`src/rtl/systolic_pkg.sv`:
```
// Shared types and defaults for the systolic array stream loader.
package systolic_pkg;

  typedef enum logic [2:0] {
    LOAD_A,
    LOAD_B,
    START,
    WAIT,
    DRAIN
  } loader_state_t;

  localparam int DEFAULT_N          = 3;
  localparam int DEFAULT_DATA_WIDTH = 16;

  // Width of the flat element index; kept at least one bit for the degenerate 1x1 case.
  function automatic int idx_width(input int n);
    return (n * n > 1) ? $clog2(n * n) : 1;
  endfunction

endpackage

```
`src/rtl/matrix_serializer.sv`:
```
// Result capture buffer and row-major valid/ready/last output stage.
module matrix_serializer
  import systolic_pkg::*;
#(
  parameter int N          = DEFAULT_N,
  parameter int DATA_WIDTH = DEFAULT_DATA_WIDTH,
  localparam int IDX_W     = idx_width(N)
) (
  input  logic                                 clk,
  input  logic                                 reset,
  input  logic                                 capture,
  input  logic                                 active,
  input  logic [IDX_W-1:0]                     idx,
  input  logic [0:N-1][0:N-1][DATA_WIDTH-1:0]  matrix_c,
  output logic                                 out_valid,
  output logic                                 out_last,
  output logic [DATA_WIDTH-1:0]                out_data
);

  logic [0:N-1][0:N-1][DATA_WIDTH-1:0] c_buf;

  always_ff @(posedge clk) begin
    if (reset) begin
      c_buf <= '0;
    end else if (capture) begin
      c_buf <= matrix_c;
    end
  end

  // out_data is selected from held registers, so it stays put while the sink stalls.
  always_comb begin
    out_data = '0;
    for (int r = 0; r < N; r++) begin
      for (int c = 0; c < N; c++) begin
        if (idx == IDX_W'(r * N + c)) begin
          out_data = c_buf[r][c];
        end
      end
    end
  end

  assign out_valid = active;
  assign out_last  = active && (idx == IDX_W'(N * N - 1));

endmodule

```
`src/rtl/matrix_stream_loader.sv`:
```
// Serial A/B loader and C drainer wrapped around a systolic matrix multiplier.
module matrix_stream_loader
  import systolic_pkg::*;
#(
  parameter int N          = DEFAULT_N,
  parameter int DATA_WIDTH = DEFAULT_DATA_WIDTH,
  localparam int IDX_W     = idx_width(N)
) (
  input  logic                                 clk,
  input  logic                                 reset,
  input  logic                                 in_valid,
  output logic                                 in_ready,
  input  logic [DATA_WIDTH-1:0]                in_data,
  output logic                                 out_valid,
  input  logic                                 out_ready,
  output logic [DATA_WIDTH-1:0]                out_data,
  output logic                                 out_last,
  output logic                                 start,
  input  logic                                 done,
  output logic [0:N-1][0:N-1][DATA_WIDTH-1:0]  matrix_a,
  output logic [0:N-1][0:N-1][DATA_WIDTH-1:0]  matrix_b,
  input  logic [0:N-1][0:N-1][DATA_WIDTH-1:0]  matrix_c,
  output logic                                 busy
);

  localparam logic [IDX_W-1:0] LAST_IDX = IDX_W'(N * N - 1);

  loader_state_t    state;
  logic [IDX_W-1:0] idx;
  logic             at_last;

  assign at_last = (idx == LAST_IDX);

  always_ff @(posedge clk) begin
    if (reset) begin
      state    <= LOAD_A;
      idx      <= '0;
      matrix_a <= '0;
      matrix_b <= '0;
    end else begin
      case (state)
        LOAD_A: begin
          if (in_valid) begin
            for (int r = 0; r < N; r++) begin
              for (int c = 0; c < N; c++) begin
                if (idx == IDX_W'(r * N + c)) matrix_a[r][c] <= in_data;
              end
            end
            if (at_last) begin
              idx   <= '0;
              state <= LOAD_B;
            end else begin
              idx <= idx + 1'b1;
            end
          end
        end
        LOAD_B: begin
          if (in_valid) begin
            for (int r = 0; r < N; r++) begin
              for (int c = 0; c < N; c++) begin
                if (idx == IDX_W'(r * N + c)) matrix_b[r][c] <= in_data;
              end
            end
            if (at_last) begin
              idx   <= '0;
              state <= START;
            end else begin
              idx <= idx + 1'b1;
            end
          end
        end
        START: state <= WAIT;
        WAIT: begin
          if (done) state <= DRAIN;
        end
        DRAIN: begin
          if (out_ready) begin
            if (at_last) begin
              idx   <= '0;
              state <= LOAD_A;
            end else begin
              idx <= idx + 1'b1;
            end
          end
        end
        default: begin
          state <= LOAD_A;
          idx   <= '0;
        end
      endcase
    end
  end

  // Handshake outputs decode from registered state only, never from in_valid/out_ready.
  assign in_ready = (state == LOAD_A) || (state == LOAD_B);
  assign start    = (state == START);
  assign busy     = !((state == LOAD_A) && (idx == '0));

  matrix_serializer #(
    .N          (N),
    .DATA_WIDTH (DATA_WIDTH)
  ) u_serializer (
    .clk       (clk),
    .reset     (reset),
    .capture   ((state == WAIT) && done),
    .active    (state == DRAIN),
    .idx       (idx),
    .matrix_c  (matrix_c),
    .out_valid (out_valid),
    .out_last  (out_last),
    .out_data  (out_data)
  );

endmodule

```
`config.mk`:
```
export PLATFORM = sky130hd
export DESIGN_NAME = matrix_stream_loader
export DESIGN_NICKNAME = d
export VERILOG_FILES = /design/src/rtl/systolic_pkg.sv /design/src/rtl/matrix_serializer.sv /design/src/rtl/matrix_stream_loader.sv
export SDC_FILE = /design/constraint.sdc
export NUM_CORES = 1
export LEC_CHECK = 0
export ABC_CLOCK_PERIOD_IN_PS = 2360
export CAP_MARGIN = 10
export CORE_MARGIN = 2
export CORE_UTILIZATION = 38
export CTS_BUF_LIST = sky130_fd_sc_hd__clkbuf_8
export DETAILED_ROUTE_END_ITERATION = 12
export GPL_TIMING_DRIVEN = 0
export PLACE_DENSITY = 0.68
export SYNTH_ARGS = -nofsm -noshare
export SYNTH_HDL_FRONTEND = slang
export SYNTH_SLANG_ARGS = --single-unit
```
`constraint.sdc`:
```
create_clock -name clk -period 2.36 [get_ports clk]
set_input_delay 0.472 -clock clk [delete_from_list [all_inputs] [get_ports clk]]
set_output_delay 0.472 -clock clk [all_outputs]
set_load 0.1 [all_outputs]
```
==> Word level (Yosys, flattened, before mapping) <==
Cells that the tools add are included.
{ "totals": {"latch_bits": 0, "n_memories": 0, "ramBits": 0, "input_bits": 165, "rom_bits": 0, "ff_bits": 439} }
{ "op_classes": {"n_reduce_logical": 29, "n_shift": 0, "order_cmp": 0, "eq_ne": 20, "div": 0, "multipliers": 0, "mux": 21, "addsub": 1, "bitwise": 1} }
{ "op_table": {"columns": ["cell", "count"], "rows": [
  ["$mux 16", 9],
  ["$reduce_and 3->1", 19],
  ["$mux 3", 7],
  ["$eq 4x3->1 const B", 4],
  ["$pmux 3 s5", 1],
  ["$ne 2x2->1 const B", 7],
  ["$mux 4", 3],
  ["$pmux 4 s3", 1],
  ["$eq 4x2->1 const B", 2],
  ["$reduce_and 7->1", 1],
  ["$eq 3x2->1 const B", 2],
  ["$add 4x1->4 const B", 1],
  ["$eq 4x1->1 const B", 1],
  ["$eq 4x4->1 const B", 1],
  ["$logic_not 4->1", 1],
  ["$reduce_or 2->1", 2],
  ["$eq 3x1->1 const B", 1],
  ["$eq 3x3->1 const B", 1],
  ["$logic_and 1x1->1", 3],
  ["$logic_not 3->1", 1],
  ["$ne 2x1->1 const B", 1],
  ["$logic_not 1->1", 1],
  ["$logic_or 1x1->1", 1],
  ["$not 1->1", 1]
]} }

==> Longest topological paths before layout <==
{ "depth": {"depth_word": 10, "depth_mapped": 10, "ltp_nobuf": 6} }

==> Hierarchy <==
Synthesis repeated with hierarchy kept, for this count alone.
{ "hier_totals": {"cells_unflattened": 1717, "hier_area_um2": 18321.3} }
{ "by_module_without_submodules": {"columns": ["module", "area_each_um2", "cells_each", "n_inst", "seq_area_each_um2"], "rows": [
  ["matrix_stream_loader", 11745.0, 1060, 1, 5905.7],
  ["matrix_serializer", 6576.3, 657, 1, 2882.8]
]} }

==> Worst setup path before layout <==
OpenSTA, ideal clock, no wires.
{ "synth_timing": {"path_kind": "reg2out", "start": "register idx[0]", "end": "output out_data[11]", "required_time_ns": 1.888, "path_stages_with_launch": 8, "path_buffers": 2, "slack_ns": -1.768, "t_arrival_ns": 3.656, "path_cell_list": "dfxtp_1 -> inv_1 -> ha_1 -> buf_4 -> nand3b_1 -> clkbuf_1 -> o22ai_1 -> a211oi_1"} }
{ "synth_between": {"elab_chain_cells": 10} }
{ "synth_lines": {"columns": ["element", "line_no", "source"], "rows": [
  ["start, declared", "matrix_stream_loader.sv:29", "logic [IDX_W-1:0] idx;"],
  ["start signal, assigned", "matrix_stream_loader.sv:53", "idx <= idx + 1'b1;"],
  ["start signal, assigned", "matrix_stream_loader.sv:68", "idx <= idx + 1'b1;"],
  ["start signal, assigned", "matrix_stream_loader.sv:82", "idx <= idx + 1'b1;"],
  ["$logic_not 4->1", "matrix_serializer.sv:35", "if (idx == IDX_W'(r * N + c)) begin"],
  ["$mux 16 (8 in a row)", "matrix_serializer.sv:35", null],
  ["$mux 16 (*)", "matrix_serializer.sv:35", null],
  ["end, declared", "matrix_stream_loader.sv:16", "output logic [DATA_WIDTH-1:0] out_data,"]
]} }
Mark *: on every way between the ends. The rest lies on a longest branch, timed or not.

==> Final worst setup path <==
{ "layout_timing": {"start": "register idx[0]", "end": "output out_data[0]"} }
Same word-level chain as after synthesis.

==> results.yml <==
status:
  status: "complete, but fails checks"
  violations: "negative setup slack"
timing:
  fmax_mhz: 306.3
  maxSlewHeadroom: 0.3017
  tightest_slew_ns: 1.051
  setup_slack_ns: -0.9044
  rsz0062_at_grt: "yes"
  min_period_ns: 3.264
  fin_crit_sh: 1.383
  hold_viol: 0
  finClkSkew_ns: 0.01673
  setup_viol_count_final: 18
  slew_viol_final: 0
grt:
  grtUsageTotal: 0.2943
  grt_overflow_total: 0
  antenna_found_initial: 2
  first_global_vias: 17280
  grt_max_degree: 11
  grt_pass1_wl_um: 105400
worst_hold_path:
  hold_path_class: "input pin to flop"
  min_path_cells: 3
clock_tree:
  cts_buffer_depth: 3
  root_buffer: "clkbuf_8"
  clk_latency_ns: 0.65
  cts_inserted_buffers: 74
  clock-sinks: 439
  cts.clk_slew.worst_paths_ns: 0.06
  cts_tree: "yes"
  htree_levels: 3
final_layout:
  final_cells: 3454
  nNetsFinal: 2967
  area.growth.synth_to_final_pct: 45.26
  drive_above_1_share: 0.1582
  fin_area_um2: 25280
  layout_common_cells: "nand2_1 (875), a21oi_1 (441), dfxtp_1 (435), clkdlybuf4s50_1 (147), clkdlybuf4s15_1 (134)"
  fin_util: 0.5584
  final_common_cell: "nand2_1"
logic_synthesis:
  synth-async-reset-ratio: 0
  synth_warnings: 0
  synth-edff-count: 0
  postSynthCellCount: 2238
  ys_ff_latch: 439
  ys_types: 45
  yosysSeqAreaShare: 0.5049
  avgSynthCellArea_um2: 7.778
  synth_fp_nets: 2407
  netlist_area_um2: 17410
  synthFlopType: "dfxtp_1"
die:
  rows: 78
  dieArea_um2: 47530
  die_h_um: 218.0
  initial_core_util: 0.3844
  coreArea_um2: 45280
  io_pins: 474
  die_x_um: 218.0
worst_setup_path:
  end_kind: "output port"
  critPathKind: "flop to output port"
  arrival_ns: 2.79
  reg2reg_depth: 11
  startpoint_type: "flop"
  rrSetupSlack_ns: 0.18
  cp.required_ns: 1.89
  cp_max_fo: 6
pwr:
  p_total_mw: 16.48
  power_density_nw_per_um2: 651.8
  ir_worst_vdd_mv: 0.3645
  leakagePower_nw: 9.464
place:
  gp_congestion: 0.9200
  dpl_cell_area_um2: 23060
  dp_hpwl_um: 54740
  place_inst: 3294
  port_buffers: 456
detailed_routing:
  firstDrtPassIters: 5
  vias: 18100
  post-route-drc-count: 0
  wl_per_cell_um: 21.03
  drtIter0Drc: 1358
  wirelength_um: 72630
  viasPerCell: 5.239
  antenna_left: 0
flow_run:
  cap_violations: 0
-- per-stage QoR --
stage          hold WS [ns]  TNS [ns]  worst slack (ns)
2_1_floorplan        0.4311    -3.336           -0.3714
3_3_place_gp         0.4419    -80.56            -1.327
3_5_place_dp         0.4454    -81.37            -1.358
4_1_cts             0.08630    -13.05           -0.8817
5_1_grt              0.1030    -14.19           -0.9534
6_report             0.1257    -13.31           -0.9044
-- Yosys cell counts, types with 12 or more instances --
| cell | number | area (µm²) |
|---|---|---|
| a211o_1 | 16 | 140.1 |
| a21oi_1 | 442 | 2212 |
| a221o_1 | 14 | 140.1 |
| a311oi_1 | 14 | 122.6 |
| and3_1 | 12 | 75.07 |
| buf_2 | 47 | 235.2 |
| buf_4 | 33 | 247.7 |
| buf_6 | 29 | 326.6 |
| clkbuf_1 | 94 | 352.8 |
| dfxtp_1 | 439 | 8788 |
| nand2_1 | 877 | 3292 |
| nand2b_1 | 15 | 93.84 |
| nand3_1 | 13 | 65.06 |
| nand3b_1 | 20 | 150.1 |
| nor2_1 | 22 | 82.58 |
| nor2b_1 | 19 | 118.9 |
| nor3_1 | 15 | 75.07 |
| nor3b_1 | 18 | 135.1 |
| o22ai_1 | 15 | 93.84 |
| o31ai_1 | 15 | 112.6 |
-- area by class of cell --
type / count / area, µm²
diodes: 3 / 7.507
flip-flops and latches: 439 / 8798
plain buffers: 209 / 1385
well taps: 600 / 750.7
inverters: 7 / 31.28
clock inverters: 42 / 300.3
clock buffers: 87 / 1197
repair buffers: 486 / 4790
multi-input cells: 1581 / 8024
fillers: 4293 / 20000
-- timing repair --
item,CTS,global route
hold buffers,0,0
endpoints found under the setup margin,309,131
pin swaps,29,23
buffers inserted,18,10
gates cloned,1,1
resized for setup,706,140
-- state kept, by name, indices dropped and copies added (netlist names) --
name and flops:
matrix_b 144, u_serializer.c_buf 144, state 3, idx 4
matrix_a 144
-- path summary, 6_finish.rpt --
path	start	endpoint
setup / recovery	idx[0]$_SDFFE_PP0P_	out_data[0]
hold / removal	in_data[6]	matrix_b[86]$_SDFFE_PP0P_
setup reg to reg	idx[1]$_SDFFE_PP0P_	matrix_b[46]$_SDFFE_PP0P_
hold reg to reg	matrix_a[74]$_SDFFE_PP0P_	matrix_a[74]$_SDFFE_PP0P_
-- power by group --
part / internal [mW] / switching (mW)
combinational: 0.722 / 1.27
clock: 3.79 / 3.20
sequential: 7.46 / 0.0288
total: 12.0 / 4.51
-- critical path, stage by stage (launching register included) --
cell and delay (ns):
dfxtp_4 0.39, inv_4 0.06, ha_4 0.17, buf_8 0.13
nor2b_4 0.14, buf_6 0.13, buf_4 0.13, a221o_1 0.34
a311oi_2 0.37, nor3_4 0.09, buf_12 0.18
-- per-layer routing --
metal	global-route usage	part of all wire	vias up
li1	-	-	8502
met3	0.06290	0.079	177
met2	0.4843	0.46	835
met1	0.3704	0.41	8582
met5	0	0	-
met4	0.1297	0.044	0
-- cells by family (layout without fill, tap and decap cells) --
kind of cell | count (synthesis) | in the layout | share of synthesized area
AO/OA/AOI/OAI | 546 | 546 | 0.1751
adder cells (fa/ha/maj) | 4 | 4 | 0.002875
buffers and inverters | 218 | 831 | 0.07224
flip-flops | 439 | 439 | 0.5049
multiplexers | 2 | 2 | 0.001150
other | 0 | 3 | 0
AND/OR/NAND/NOR | 1029 | 1029 | 0.2437
Note: power is estimated with default switching activity, not from simulation.
